### src/rtl/sw_cmd_capture_pkg.sv
// Shared definitions for the switch command capture block.
// Holds the default switch width, debounce lengths and queue depth,
// plus a sizing helper used by the command FIFO.
package sw_cmd_capture_pkg;

    localparam int SW_W_DEF       = 3;
    // Short debounce for simulation; board builds override DEB_CYCLES
    // with DEB_CYCLES_BOARD (about 20 ms at 50 MHz).
    localparam int DEB_CYCLES_SIM   = 4;
    localparam int DEB_CYCLES_BOARD = 1_000_000;
    localparam int FIFO_DEPTH_DEF   = 4;

    // Occupancy counter width: must represent 0..depth inclusive.
    function automatic int occ_bits(input int depth);
        return $clog2(depth) + 1;
    endfunction

endpackage

### src/rtl/cmd_fifo.sv
// Purpose: synchronous show-ahead FIFO; rd_data is the head entry (0 when empty).
// Latency: a write is visible at rd_data on the edge after wr_en when empty.
// Backpressure: a write while full is dropped unless a read completes on the same edge.
// Ports: clk, rst (async active-low), wr_en/wr_data, rd_en/rd_data, empty, full.
module cmd_fifo
    import sw_cmd_capture_pkg::*;
#(
    parameter int WIDTH = 3,
    parameter int DEPTH = 4
) (
    input  logic             clk,
    input  logic             rst,
    input  logic             wr_en,
    input  logic [WIDTH-1:0] wr_data,
    input  logic             rd_en,
    output logic [WIDTH-1:0] rd_data,
    output logic             empty,
    output logic             full
);

    localparam int PTR_W = $clog2(DEPTH);
    localparam int OCC_W = occ_bits(DEPTH);

    logic [WIDTH-1:0] mem [DEPTH];
    logic [PTR_W-1:0] wr_ptr;
    logic [PTR_W-1:0] rd_ptr;
    logic [OCC_W-1:0] count;

    logic do_rd;
    logic do_wr;

    assign empty = (count == '0);
    assign full  = (count == OCC_W'(DEPTH));

    // A read frees the slot on the same edge, so a full FIFO still
    // accepts a write when the head is being consumed.
    assign do_rd = rd_en && !empty;
    assign do_wr = wr_en && (!full || do_rd);

    assign rd_data = empty ? '0 : mem[rd_ptr];

    // Storage needs no reset: it is never observed while count is 0.
    always_ff @(posedge clk) begin
        if (do_wr) begin
            mem[wr_ptr] <= wr_data;
        end
    end

    // Pointers wrap naturally because DEPTH is a power of two.
    always_ff @(posedge clk or negedge rst) begin
        if (!rst) begin
            wr_ptr <= '0;
            rd_ptr <= '0;
            count  <= '0;
        end else begin
            if (do_wr) wr_ptr <= wr_ptr + 1'b1;
            if (do_rd) rd_ptr <= rd_ptr + 1'b1;
            case ({do_wr, do_rd})
                2'b10:   count <= count + 1'b1;
                2'b01:   count <= count - 1'b1;
                default: count <= count;
            endcase
        end
    end

endmodule

### src/rtl/sw_cmd_capture.sv
// Purpose: synchronise and debounce slide switches; each settled change is queued as a command.
// Latency: SW change before edge E0 commits (sw_stable, push) at edge E0+DEB_CYCLES+2.
// Backpressure: cmd_valid/cmd_ready; commands arriving at a full queue are dropped and flag overflow.
// Ports: clk, rst (async active-low), SW (raw switches), cmd_data/cmd_valid/cmd_ready
//        (command handshake), sw_stable (debounced value), overflow (sticky drop flag).
module sw_cmd_capture
    import sw_cmd_capture_pkg::*;
#(
    parameter int SW_W       = SW_W_DEF,
    parameter int DEB_CYCLES = DEB_CYCLES_SIM,
    parameter int FIFO_DEPTH = FIFO_DEPTH_DEF
) (
    input  logic            clk,
    input  logic            rst,
    input  logic [SW_W-1:0] SW,
    output logic [SW_W-1:0] cmd_data,
    output logic            cmd_valid,
    input  logic            cmd_ready,
    output logic [SW_W-1:0] sw_stable,
    output logic            overflow
);

    localparam int              CNT_W    = $clog2(DEB_CYCLES);
    localparam logic [CNT_W-1:0] CNT_LAST = CNT_W'(DEB_CYCLES - 1);

    logic [SW_W-1:0]  sync1;
    logic [SW_W-1:0]  sync2;
    logic [SW_W-1:0]  last;
    logic [SW_W-1:0]  stable;
    logic [CNT_W-1:0] cnt;

    logic push;
    logic pop;
    logic fifo_empty;
    logic fifo_full;

    // Commit when the synchronised value differs from the debounced one,
    // has not moved since last cycle, and has been seen long enough.
    assign push = (sync2 != stable) && (sync2 == last) && (cnt == CNT_LAST);
    assign pop  = cmd_valid && cmd_ready;

    always_ff @(posedge clk or negedge rst) begin
        if (!rst) begin
            sync1    <= '0;
            sync2    <= '0;
            last     <= '0;
            stable   <= '0;
            cnt      <= '0;
            overflow <= 1'b0;
        end else begin
            sync1 <= SW;
            sync2 <= sync1;
            last  <= sync2;

            if (sync2 == stable) begin
                cnt <= '0;
            end else if (sync2 != last) begin
                cnt <= '0;
            end else if (cnt == CNT_LAST) begin
                stable <= sync2;
                cnt    <= '0;
            end else begin
                cnt <= cnt + 1'b1;
            end

            // A same-edge pop makes room, so only an unconsumed full queue drops.
            if (push && fifo_full && !pop) begin
                overflow <= 1'b1;
            end
        end
    end

    cmd_fifo #(
        .WIDTH (SW_W),
        .DEPTH (FIFO_DEPTH)
    ) u_cmd_fifo (
        .clk     (clk),
        .rst     (rst),
        .wr_en   (push),
        .wr_data (sync2),
        .rd_en   (cmd_ready),
        .rd_data (cmd_data),
        .empty   (fifo_empty),
        .full    (fifo_full)
    );

    assign cmd_valid = !fifo_empty;
    assign sw_stable = stable;

endmodule

### config.mk
export PLATFORM = sky130hd
export DESIGN_NAME = sw_cmd_capture
export DESIGN_NICKNAME = d
export VERILOG_FILES = /design/src/rtl/sw_cmd_capture_pkg.sv /design/src/rtl/cmd_fifo.sv /design/src/rtl/sw_cmd_capture.sv
export SDC_FILE = /design/constraint.sdc
export NUM_CORES = 1
export LEC_CHECK = 0
export ABC_CLOCK_PERIOD_IN_PS = 3550
export BUFFER_PORTS_ARGS = -buffer_cell sky130_fd_sc_hd__buf_2
export CORE_MARGIN = 1
export CORE_UTILIZATION = 61
export CTS_CLUSTER_DIAMETER = 30
export DETAILED_ROUTE_END_ITERATION = 10
export PLACE_DENSITY = 0.82
export SLEW_MARGIN = 5
export SYNTH_ARGS = -nofsm -noshare
export SYNTH_HDL_FRONTEND = slang
export SYNTH_SLANG_ARGS = --single-unit
### constraint.sdc
create_clock -name clk -period 3.55 [get_ports clk]
set_clock_uncertainty 0.05 [all_clocks]
set_input_delay 0.355 -clock clk [delete_from_list [all_inputs] [get_ports clk]]
set_output_delay 0.355 -clock clk [all_outputs]
set_load 0.005 [all_outputs]
* Word-level counts from Yosys, hierarchy flattened
Memories as Yosys holds them, arrays and structs flattened.
Index checks and enable logic that the tools add are counted.
** Operators by class
- Multiply operators :: 0
- Equal/unequal tests :: 8
- Magnitude comparators :: 0
- Shift operators :: 0
- Add/subtract/negate cells :: 5
- Bitwise gates (word level) :: 2
- Divide/modulo/power cells :: 0
- Multiplexer cells :: 7
- Reduce and logical (&&, ||, !) cells :: 13
** Operators by type and width (number)
- adder 2 x 1 -> 2 bit (second input constant) :: 3
- equality test 3 bit :: 2
- logical AND 1 bit :: 6
- 2-to-1 mux 2 bit :: 3
- != test 3 bit :: 2
- one-hot mux 3 bit (2 select lines) :: 1
- equality test 2 bit (second input constant) :: 2
- adder 3 x 1 -> 3 bit (second input constant) :: 1
- equality test 3 bit (second input constant) :: 1
- zero test 1 bit :: 3
- zero test 3 bit :: 1
- 2-to-1 mux 3 bit :: 1
- AND reduction 3 bit :: 1
- subtractor 3 x 1 -> 3 bit (second input constant) :: 1
- equality test 2 x 1 -> 1 bit (second input constant) :: 1
- 2-to-1 mux 1 bit :: 2
- NOT 1 bit :: 2
- nonzero test 2 bit :: 1
- logical OR 1 bit :: 1
** Storage, ports and cells
- Register bits after elaboration :: 22
- Input port bits :: 6
- Latch bits :: 0
- Logic and storage cells :: 45
- Memory bits (read-only) :: 0
- Memories :: 1
- Bits in writable memories :: 12
- Output and inout port bits :: 8
** Memory list
- u_cmd_fifo.mem :: words 4, width 3, rd ports 1, clocked after memory_dff 0, wr ports 1, RTL line cmd_fifo.sv:24 : logic [WIDTH-1:0] mem [DEPTH];

* Longest topological paths before layout
- Word-level depth :: 7
- Depth in mapped cells :: 10
- Depth with buffers taken out :: 10

* Hierarchy
From an unflattened synthesis, not the netlist that was laid out.
** Second synthesis, totals
- Cells, all modules :: 91
- Area total of the unflattened synthesis :: 1420.1 sq um
** By module, submodules not included
- cmd_fifo :: area an instance 888.4 sq um, cells an instance 57, instances 1, sequential area each 535.5 sq um
- sw_cmd_capture :: area an instance 531.8 sq um, cells an instance 34, instances 1, sequential area each 375.4 sq um

* Worst setup path before layout
Ideal clock, no wire load.
- Kind :: register -> register
- Start :: register sync2[1]
- End :: register u_cmd_fifo.count[2]
- Buffers on the path :: 0
- Stages on the path, launching flop included :: 11
- Arrival time :: 2.082 ns
- Data required time :: 3.421 ns
- Setup slack :: 1.339 ns
- Setup time :: 0.079 ns
- Period minus slack after synthesis :: 2.211 ns
- Path through :: dfrtp_1 > xor2_1 > nor3_2 > nor3_4 > inv_1 > ha_1 > inv_1 > fa_1 > xor2_1 > nor2_1 > xor2_1
** On the way
- Longest elaborated chain between the ends :: 6
- Elaborated cells on any way between the ends :: 9
- Classes of those cells :: eq/ne (4); mux (1); reduce/logical (4)
** RTL lines
- start: declaration :: RTL line sw_cmd_capture.sv:27 : logic [SW_W-1:0] sync2;
- start signal: assignment :: RTL line sw_cmd_capture.sv:52 : sync2 <= sync1;
- != test 3 bit or equality test 3 bit (tied branches) :: RTL line sw_cmd_capture.sv:39 : assign push = (sync2 != stable) && (sync2 == last) && (cnt == CNT_LAST);
- logical AND 1 bit * (2 in series) :: RTL line sw_cmd_capture.sv:39
- logical AND 1 bit * :: RTL line cmd_fifo.sv:38 : assign do_wr = wr_en && (!full || do_rd);
- equality test 2 x 1 -> 1 bit or equality test 2 bit (tied branches) :: RTL line cmd_fifo.sv:58 : case ({do_wr, do_rd})
- one-hot mux 3 bit (2 select lines) or nonzero test 2 bit (tied branches)
- end signal: assignment :: RTL line cmd_fifo.sv:59 : 2'b10: count <= count + 1'b1;
- end signal: assignment :: RTL line cmd_fifo.sv:60 : 2'b01: count <= count - 1'b1;
- end signal: assignment :: RTL line cmd_fifo.sv:61 : default: count <= count;
- end: declaration :: RTL line cmd_fifo.sv:27 : logic [OCC_W-1:0] count;
Every way passes the cells marked *; elsewhere a longest branch is shown, timed or not.
A chain may end at the register's enable or synchronous reset.

* Final worst setup path
Ends and elaborated chain as after synthesis.

==> run metrics <==
Net Switching 245 uW; Final #Nets 121; RSZ-0062 raised after global routing false; Vias/cell 5.15; pin count of the biggest net entering global routing 23; core area 2190 um2; Hold Slack 0.0803 ns; relative slew slack 67.0%; first drt pass iteration count 3; HP Class in -> reg; Area Overhead vs Synth 11.1%; CTS tree yes; Peak VDD IR 487 uV; Reg power frac 56.0%; HPWL Detailed 1460 um; CTS clk-pin slew, worst paths 0.09 ns; Pleak 0.000691 uW; Post-Syn Area 1420 um2; Final Hold Viols 0; Rows 17; Final setup viols 0; sequential-to-total area share from yosys stat 64.4%; Placer Congestion 0.696; FFs w/ async S/R, synth 64.7%; max-cap violation count 0; fin. max-slew vios 0; Setup TNS 0 ns; share of layout cells above drive strength 1 30.3%; Critical Path RT 3.75 ns; Least-Margin Pin Slew 0.494 ns; Cells after Synth 88; Die Y 50.2 um; Tot GR Track Use 19.8%; Syn. warnings 0; initial antenna violation count 0; CTS resizes 0; crit path max fanout 8; CP Data Arrival Time 2.56 ns; global-route wire length before repair 3240 um; status finished clean; Pwr Density 557 nW/um2; Ant. Diodes 0; Gate power share 21.9%; CTS H-tree lvls 2; Peak Freq 424 MHz; EDFF count, synth 12; Final min period 2.36 ns; initial cell density of the core 64.6%; Main synth FF type dfrtp_1; critical path endpoint category register; clk_lat worst skew 0.32 ns; PortBufs 13; DP Area 1510 um2; Yosys reg bits 34; Setup crit start kind register; post-synthesis net count 101; Layout Utilization 71.8%; syn_area_per_cell 16.1 um2; final period utilization 66.4%; vias 706; Routed Antenna Nets 0; final cell count without fillers 137; per-cell routed wire length 14.0 um; clk sinks 34; Longest Clk Path Bufs 2; 1st-iter DRT viols 9; Setup Crit Path Kind reg -> reg; fin area 1570 um2; Layout fillers 147; CTS buffer count 5; sw frac 28.0%; IO Pins 14; unique cell type count in the Yosys netlist 25; Horiz. Die Dim 50.2 um; grt ovf 0; Cell Int Power 631 uW; root cell of the clock tree clkbuf_4; Die ar. 2520 um2; placed instance count 128; # DRC 0; final WL 1920 um; vias in the first global route 718; Clk pwr share 22.1%
## critical path, cell delays in order, from the launching register on
cell and delay [ns]:
dfrtp_1 0.47, xor2_1 0.20, nor3_2 0.38, nor3_4 0.12
inv_1 0.08, ha_1 0.17, inv_1 0.06, fa_1 0.37
xor2_1 0.15, nor2_1 0.11, xor2_1 0.15
## cells in the mapped netlist (3+ instances only)
master	number	area [um2]
mux2_2	3	33.8
xnor2_1	6	52.6
dfrtp_1	22	551
ha_1	6	75.1
edfxtp_1	12	360
and2_1	8	50.1
inv_1	6	22.5
xor2_1	6	52.6
mux4_2	3	67.6
## repair_timing
action,CTS,global route
hold buffers,1,0
endpoints found under the hold margin,22,0
buffers inserted,0,0
## sequential cells by signal (all words and copies together), names as in the netlist
| signal | count |
|---|---|
| sync1 | 3 |
| sync2 | 3 |
| u_cmd_fifo.mem | 12 |
| last | 3 |
| sw_stable | 3 |
| u_cmd_fifo.wr_ptr | 2 |
| cnt | 2 |
| u_cmd_fifo.count | 3 |
| u_cmd_fifo.rd_ptr | 2 |
| overflow | 1 |
## final cells by class
class / instances / area, um2 / share of cell area, %
clock buffer: 6 / 41.3 / 2.63
clock inverter: 2 / 10.0 / 0.636
inverter: 6 / 22.5 / 1.43
multi-input combinational: 47 / 478 / 30.4
sequential: 34 / 911 / 57.9
tap: 28 / 35.0 / 2.23
timing repair buffer: 14 / 75.1 / 4.77
## cell usage in the layout, fill, tap and decap left out, drive strengths merged, types with 2 or more instances in the layout
cell type	count
dfrtp	22
buf	13
edfxtp	12
and2	8
inv	6
xor2	6
xnor2	6
ha	6
clkbuf	6
mux2	4
mux4	3
clkinv	2
nor3	2
nor2	2
## metal layers
layer	GRT usage (%)	wire [um]	share of wire (%)
met1	22.8	816	42
met2	30.4	979	51
met3	8.18	95	4.9
met4	12.9	32	1.7
met5	0	0	0
## metrics by stage
step / total power (uW) / setup WS (ns)
2_1_floorplan: 636 / 1.34
3_3_place_gp: 685 / 1.27
3_5_place_dp: 695 / 1.20
4_1_cts: 891 / 1.18
5_1_grt: 931 / 0.992
6_report: 876 / 1.19
## power groups by stage
stage,combinational (uW),sequential (uW),clock [uW]
5_1_grt,216,499,216
3_3_place_gp,187,498,0
2_1_floorplan,158,478,0
3_5_place_dp,195,500,0
6_report,192,491,194
4_1_cts,196,491,204
## worst paths after layout
kind	start	endpoint	slack, ns	depth (start not counted)
worst min-delay path	SW[0]	sync1[0]$_DFF_PN0_	0.08	1
min in group asynchronous	rst	u_cmd_fifo.rd_ptr[1]$_DFFE_PN0P_	0.45	2
worst min register to register	sync1[2]$_DFF_PN0_	sync2[2]$_DFF_PN0_	0.30	0
worst max-delay path	sync2[1]$_DFF_PN0_	u_cmd_fifo.count[2]$_DFFE_PN0P_	1.19	10
worst max register to register	sync2[1]$_DFF_PN0_	u_cmd_fifo.count[2]$_DFFE_PN0P_	1.19	10
max in group asynchronous	rst	last[0]$_DFF_PN0_	2.66	2
## cells by family after synthesis
kind of cell               synth area share, %
AOI/OAI and AO/OA                        0.619
xor gates and xnor gates                  7.43
adders and majority gates                 6.72
buffers and inverters                     1.86
DFF                                       64.4
muxes                                     8.93
and+or+nand+nor                           10.1
Power figures use the tool's default switching activity.
